**src/rtl/accel_feeder.sv**
```systemverilog
// accel_feeder: streams weight/image bytes into an accelerator RAM and collects its result bytes.
module accel_feeder #(
   parameter int WEIGHT_BYTES = 54,
   parameter int DATA_BYTES   = 64,
   parameter int RESULT_BYTES = 1,
   parameter int TIMEOUT      = 255
) (
   input  logic       clk,
   input  logic       rst,
   input  logic       start,
   input  logic       wload,
   input  logic       s_valid,
   input  logic [7:0] s_data,
   output logic       s_ready,
   output logic       mode,
   output logic [7:0] din,
   output logic       ram_en,
   input  logic       out_data_flag,
   input  logic [7:0] acc_dout,
   output logic       res_valid,
   output logic [7:0] res_data,
   output logic       busy,
   output logic       done,
   output logic       err
);
   localparam int MAXB = (WEIGHT_BYTES > DATA_BYTES) ? WEIGHT_BYTES : DATA_BYTES;
   localparam int BW = $clog2(MAXB + 1);
   localparam int RW = $clog2(RESULT_BYTES + 1);
   localparam int TW = $clog2(TIMEOUT + 1);
   typedef enum logic [2:0] {IDLE, LOAD_W, LOAD_D, WAIT_RES, FINISH} state_t;
   state_t state_q, state_d;
   logic [BW-1:0] bcnt_q, bcnt_d;
   logic [RW-1:0] rcnt_q, rcnt_d;
   logic [TW-1:0] tcnt_q, tcnt_d;
   logic [7:0] din_q, res_q;
   logic mode_q, ram_en_q, res_valid_q, xfer, cap;
   assign s_ready   = state_q == LOAD_W || state_q == LOAD_D;
   assign xfer      = s_valid && s_ready;
   // once all results are in, further flags are ignored until FINISH
   assign cap       = state_q == WAIT_RES && out_data_flag && rcnt_q != RW'(RESULT_BYTES);
   assign busy      = state_q != IDLE;
   assign done      = state_q == FINISH;
   assign din       = din_q;
   assign mode      = mode_q;
   assign ram_en    = ram_en_q;
   assign res_valid = res_valid_q;
   assign res_data  = res_q;
   always_comb begin
      state_d = state_q;
      bcnt_d  = bcnt_q;
      rcnt_d  = rcnt_q;
      tcnt_d  = tcnt_q;
      err     = 1'b0;
      case (state_q)
         IDLE: if (start) begin
            state_d = wload ? LOAD_W : LOAD_D;
            bcnt_d  = '0;
            rcnt_d  = '0;
            tcnt_d  = '0;
         end
         LOAD_W: if (xfer) begin
            bcnt_d  = bcnt_q == BW'(WEIGHT_BYTES - 1) ? '0 : bcnt_q + BW'(1);
            state_d = bcnt_q == BW'(WEIGHT_BYTES - 1) ? LOAD_D : LOAD_W;
         end
         LOAD_D: if (xfer) begin
            bcnt_d  = bcnt_q == BW'(DATA_BYTES - 1) ? '0 : bcnt_q + BW'(1);
            state_d = bcnt_q == BW'(DATA_BYTES - 1) ? WAIT_RES : LOAD_D;
            tcnt_d  = '0;
            rcnt_d  = '0;
         end
         WAIT_RES: if (rcnt_q == RW'(RESULT_BYTES)) state_d = FINISH;
         else if (cap) begin
            rcnt_d = rcnt_q + RW'(1);
            tcnt_d = '0;
         end else if (tcnt_q == TW'(TIMEOUT)) begin
            err     = 1'b1;
            state_d = IDLE;
         end else tcnt_d = tcnt_q + TW'(1);
         default: state_d = IDLE;
      endcase
   end
   always_ff @(posedge clk or posedge rst) begin
      if (rst) begin
         state_q     <= IDLE;
         bcnt_q      <= '0;
         rcnt_q      <= '0;
         tcnt_q      <= '0;
         din_q       <= '0;
         mode_q      <= 1'b0;
         ram_en_q    <= 1'b0;
         res_q       <= '0;
         res_valid_q <= 1'b0;
      end else begin
         state_q     <= state_d;
         bcnt_q      <= bcnt_d;
         rcnt_q      <= rcnt_d;
         tcnt_q      <= tcnt_d;
         ram_en_q    <= xfer;
         res_valid_q <= cap;
         if (xfer) begin
            din_q  <= s_data;
            mode_q <= state_q == LOAD_W;
         end
         if (cap) res_q <= acc_dout;
      end
   end
endmodule

```
**config.mk**
```make
export PLATFORM = sky130hd
export DESIGN_NAME = accel_feeder
export DESIGN_NICKNAME = d
export VERILOG_FILES = /design/src/rtl/accel_feeder.sv
export SDC_FILE = /design/constraint.sdc
export NUM_CORES = 1
export LEC_CHECK = 0
export BUFFER_PORTS_ARGS = -buffer_cell sky130_fd_sc_hd__buf_2
export CAP_MARGIN = 20
export CORE_MARGIN = 1.5
export CORE_UTILIZATION = 54
export CTS_BUF_LIST = sky130_fd_sc_hd__clkbuf_4 sky130_fd_sc_hd__clkbuf_8 sky130_fd_sc_hd__clkbuf_16
export CTS_CLUSTER_DIAMETER = 50
export CTS_CLUSTER_SIZE = 8
export DETAILED_ROUTE_END_ITERATION = 12
export PLACE_DENSITY = 0.79
export SYNTH_ARGS = -nofsm -noshare
export SYNTH_HDL_FRONTEND = slang
export SYNTH_SLANG_ARGS = --single-unit
```
**constraint.sdc**
```tcl
create_clock -name clk -period 2.02 [get_ports clk]
set_input_delay 0.303 -clock clk [delete_from_list [all_inputs] [get_ports clk]]
set_output_delay 0.303 -clock clk [all_outputs]
set_load 0.01 [all_outputs]
```
After elaboration in Yosys (flattened, before gate mapping)
Cells that the tools add are included.
- register bits: 38
- output and inout bits: 23
- logic and storage cells: 70
- add/subtract/negate cells: 3
- equality and inequality tests: 14
- muxes and demuxes: 31
- bitwise logic cells: 1
- reduce and logical (&&, ||, !) cells: 12
- operators by type and width (operator ; number):
    two-way mux 8 bit ; 5
    two-way mux 7 bit ; 5
    one-hot mux 8 bit (3 select lines) ; 1
    one-hot mux 7 bit (3 select lines) ; 1
    two-way mux 3 bit ; 6
    equality test 7 x 6 -> 1 bit (second input constant) ; 2
    one-hot mux 3 bit (4 select lines) ; 1
    AND reduction 5 bit ; 2
    two-way mux 1 bit ; 9
    nonzero test 3 bit ; 3
    adder 8 x 1 -> 8 bit (second input constant) ; 1
    equality test 8 bit (second input constant) ; 1
    inequality test 2 bit (second input constant) ; 4
    adder 7 x 1 -> 7 bit (second input constant) ; 1
    equality test 3 x 2 -> 1 bit (second input constant) ; 2
    inequality test 3 bit (second input constant) ; 2
    two-way mux 2 bit ; 2
    AND reduction 4 bit ; 1
    equality test 3 x 1 -> 1 bit (second input constant) ; 1
    equality test 3 bit (second input constant) ; 1
    logical AND 1 bit ; 3
    logical NOT 3 bit ; 1
    inequality test 3 x 2 -> 1 bit (second input constant) ; 1
    one-hot mux 1 bit (3 select lines) ; 1
    4 further kinds ; 4

Depth between registers and ports, before layout
- word-level depth: 6
- mapped depth: 6

Worst setup path after synthesis
Ideal clock, no wire load.
- path kind: register -> register
- start point: register state_q[0]
- end point: register din_q[0], in the netlist din[0]
- library setup time: 125 ps
- arrival time: 1565 ps
- slack: 330 ps
- stages on the path, launching flop included: 6
- buffers on the path: 1
- clock period less this slack: 1690 ps
- path through: dfrtp_1 -> nand2b_1 -> a21oi_1 -> and2_1 -> buf_2 -> mux2_2
- cells in the longest elaborated chain, start to end: 3
- ends and longest elaborated chain (item ; line ; source):
    start, declared ; 31 ; state_t state_q, state_d;
    start signal, assigned ; 94 ; state_q <= state_d;
    equality test 3 x 1 -> 1 bit / equality test 3 x 2 -> 1 bit (equally long branches) ; 37 ; assign s_ready = state_q == LOAD_W || state_q == LOAD_D;
    logical OR 1 bit (*) ; 37 ;
    net s_ready ; 14 ; output logic s_ready,
    logical AND 1 bit (*) ; 38 ; assign xfer = s_valid && s_ready;
    net xfer ; 36 ; logic mode_q, ram_en_q, res_valid_q, xfer, cap;
    end signal, assigned ; 101 ; din_q <= s_data;
    end, declared ; 35 ; logic [7:0] din_q, res_q;
Mark *: on every way through the listed nets, which the timed path passes. The rest lies on a longest branch.
A chain may end at the register's enable or synchronous reset.

Worst setup path in the final report
- start point: register state_q[1]
- end point: register tcnt_q[6]
- cells in the longest elaborated chain, start to end: 6
- ends and longest elaborated chain (item ; line ; source):
    equality test 3 x 2 -> 1 bit ; 40, 54 ;
    logical AND 1 bit (2 in a row) ; 40 ; assign cap = state_q == WAIT_RES && out_data_flag && rcnt_q != RW'(RESULT_BYTES);
    two-way mux 8 bit ; 72 ; else if (cap) begin
    two-way mux 8 bit ; 71 ; WAIT_RES: if (rcnt_q == RW'(RESULT_BYTES)) state_d = FINISH;
    one-hot mux 8 bit (3 select lines) ; 54 ; case (state_q)
    end signal, assigned ; 97 ; tcnt_q <= tcnt_d;
    end, declared ; 34 ; logic [TW-1:0] tcnt_q, tcnt_d;
Parallel ways exist; a longest one is shown, timed or not. The select of a mux whose other input is x is not followed.

==> results.cfg <==
[die]
die_x_um = 64.8
rows = 22
dieArea_mm2 = 0.00420
core_area_mm2 = 0.00366
start_util = 0.563
die_h_um = 64.8
pin_count = 45

[sta]
min_period_ns = 1.88
tightestPinTransition_ns = 0.470
maxSlewViolCount = 0
tns_ns = 0
holdWs_ns = 0.108
fmax_mhz = 532
timing.final.crit_share = 0.931
rsz0062_at_grt = no
relSlewSlack = 0.683
skew_ns = 0.00723
fin_ws_ns = 0.140
hold_violations = 0
setup_violations = 0

[logic_synthesis]
synth_top_cell_by_area = dfrtp_1
synthCells = 189
avgSynthCellArea_um2 = 10.9
ys_types = 53
synth_top_area_frac = 0.461
synth_most_common_cell = dfrtp_1
syn_nets = 214
yosys_warnings = 0
synthTopCellsByArea = dfrtp_1 (46%), mux2_2 (8.7%), a22o_1 (2.6%), o21ai_0 (2.4%), nand2_1 (2.4%)
synth-edff-count = 0
synth_flop_cell = dfrtp_1
synth_common_cells = dfrtp_1 (38), mux2_2 (16), nand2_1 (13), o21ai_0 (10), a21oi_1 (9)
async_flop_share = 1.00
synth.cell_area_mm2 = 0.00206
yosysSeqAreaShare = 0.461
synth_seq_cells = 38

[flow_run]
maxCapViolations = 0

[route]
first_iter_violations = 125
final_antenna_net_count = 0
routed_wl_um = 4440
vias_per_cell = 5.84
wire_per_inst_um = 15.2
post-route-drc-count = 0
dr_total_vias = 1700
dr.pass1.iters = 4

[grt]
grt_overflow = 0
track_usage = 0.240
grt_pass1_vias = 1578
grt_antenna_before_repair = 0
grt_max_degree = 39
grt_pass1_wl_um = 7560

[critical_path]
arrival_ns = 2.11
critical-path-slowest-cell = dfrtp_2
cp.required_ns = 2.25
endpoint_kind = register
critPathLaunchType = register
worstSetupPathType = register to register
reg2reg_depth = 4
cpPeakStageDelay_ns = 0.50
worstPathCellList = or3b_4, a21o_1, nor4_4, a22o_1
path_max_fanout = 15

[placement]
dp_slack_ns = 0.0988
port_buffers = 44
placed_cell_area_mm2 = 0.00237
gp_congestion = 0.874
post-dp-hpwl_um = 3210

[clock_tree]
cts_setup_buffers = 0
cts_sinks = 38
clkTransAtPathRegs_ns = 0.07
cts.path.max_buffers = 2
cts_root_buf = clkbuf_8
cts_tree = built
htreeDepth = 2
cts_made_buffers = 5
clock_latency_ns = 0.29

[pwr]
leakage_nw = 1.10
ir_drop_uv = 809
p_per_area_mw_per_mm2 = 1340

[final_layout]
final_util = 0.674
syn_to_final_growth_pct = 19.7
final_layout_size_suffix_gt1_frac = 0.366
num_antenna_cells = 0
design_area_mm2 = 0.00247
nets = 267

[min_path]
hold_path.class = primary input to asynchronous set/reset pin

[run_status]
status = finished clean
cells by family after synthesis:
group,count (synthesis),share of synthesized area
and+or+nand+nor,61,0.181
AOI/OAI and AO/OA,56,0.212
DFF,38,0.461
muxes,19,0.103
buffers and inverters,12,0.0249
adders and majority gates,3,0.0182
power by group:
group | switching [W] | internal, W
combinational | 0.000771 | 0.000705
clock | 0.000264 | 0.000274
sequential | 0.000251 | 0.00104
what timing repair did:
item / in CTS / in global routing
hold buffers: 0 / 0
setup endpoints to repair: 0 / 18
gates resized for setup: 0 / 2
cell type report:
cell class                 instances  area [um^2]
clock buffer                       6         82.6
clock inverter                     2         12.5
fill                             284         1190
inverter                           7         26.3
multi-input combinational        139         1060
sequential                        38          953
tap                               48         60.1
timing repair buffer              51          273
metal layers:
layer	vias to the layer above	track usage	part of all wire
met1	808	0.344	0.47
met2	60	0.345	0.45
met4	0	0.0878	0.017
li1	824	-	-
met3	8	0.0712	0.064
met5	-	0	0
metrics by stage:
| stage | power [W] | std cells |
|---|---|---|
| after floorplan | 0.00229 | 189 |
| after global placement | 0.00273 | 283 |
| after detailed placement | 0.00276 | 283 |
| after CTS | 0.00332 | 291 |
| after global routing | 0.00356 | 291 |
| final | 0.00331 | 291 |
path summary, 6_finish.rpt:
check / from / slack [ns] / endpoint
worst max register to register: state_q[1] / 0.14 / tcnt_q[6]
worst max-delay path: state_q[1] / 0.14 / tcnt_q[6]
worst min register to register: din[0] / 0.50 / din[0]
max in group asynchronous: rst / 1.55 / state_q[1]
min in group clk: s_data[6] / 0.24 / din[6]
worst min-delay path: rst / 0.11 / din[3]
worst max-delay path: cells and delay by family (launching register included):
kind / cells / cell delay [ns]
and+or+nand+nor: 2 / 0.89
AOI/OAI and AO/OA: 2 / 0.43
DFF: 1 / 0.50
layout by cell type (no fill, tap or decap), types with 2 or more instances in the layout:
| cell type | synthesis | routed |
|---|---|---|
| o221ai_1 | 5 | 5 |
| buf_4 | 1 | 7 |
| clkbuf_8 | 0 | 6 |
| nor2_1 | 4 | 4 |
| buf_2 | 2 | 44 |
| and3_1 | 3 | 3 |
| a22o_1 | 6 | 6 |
| o211ai_1 | 3 | 3 |
| mux2_2 | 16 | 16 |
| nand2_1 | 13 | 13 |
| a211o_1 | 2 | 2 |
| dfrtp_2 | 0 | 2 |
| o21ai_0 | 10 | 10 |
| o21bai_1 | 2 | 2 |
| and3b_1 | 2 | 2 |
| dfrtp_1 | 38 | 36 |
| nor2b_1 | 4 | 4 |
| nor3_1 | 4 | 4 |
| nand3b_1 | 3 | 3 |
| and2_1 | 4 | 4 |
| nand2b_1 | 5 | 5 |
| mux2i_1 | 2 | 2 |
| ha_1 | 3 | 3 |
| or3_1 | 2 | 2 |
| and4_1 | 2 | 2 |
| a31oi_1 | 2 | 2 |
| o21ba_2 | 2 | 2 |
| inv_1 | 7 | 7 |
| a32o_1 | 2 | 2 |
| nand3_1 | 6 | 6 |
| a21oi_1 | 9 | 9 |
flip-flops by register name, indices dropped and copies added, names as in the netlist:
register	count
tcnt_q	8
ram_en	1
mode	1
rcnt_q	1
din	8
res_valid	1
res_data	8
bcnt_q	7
state_q	3
(Power assumes the default switching activity.)
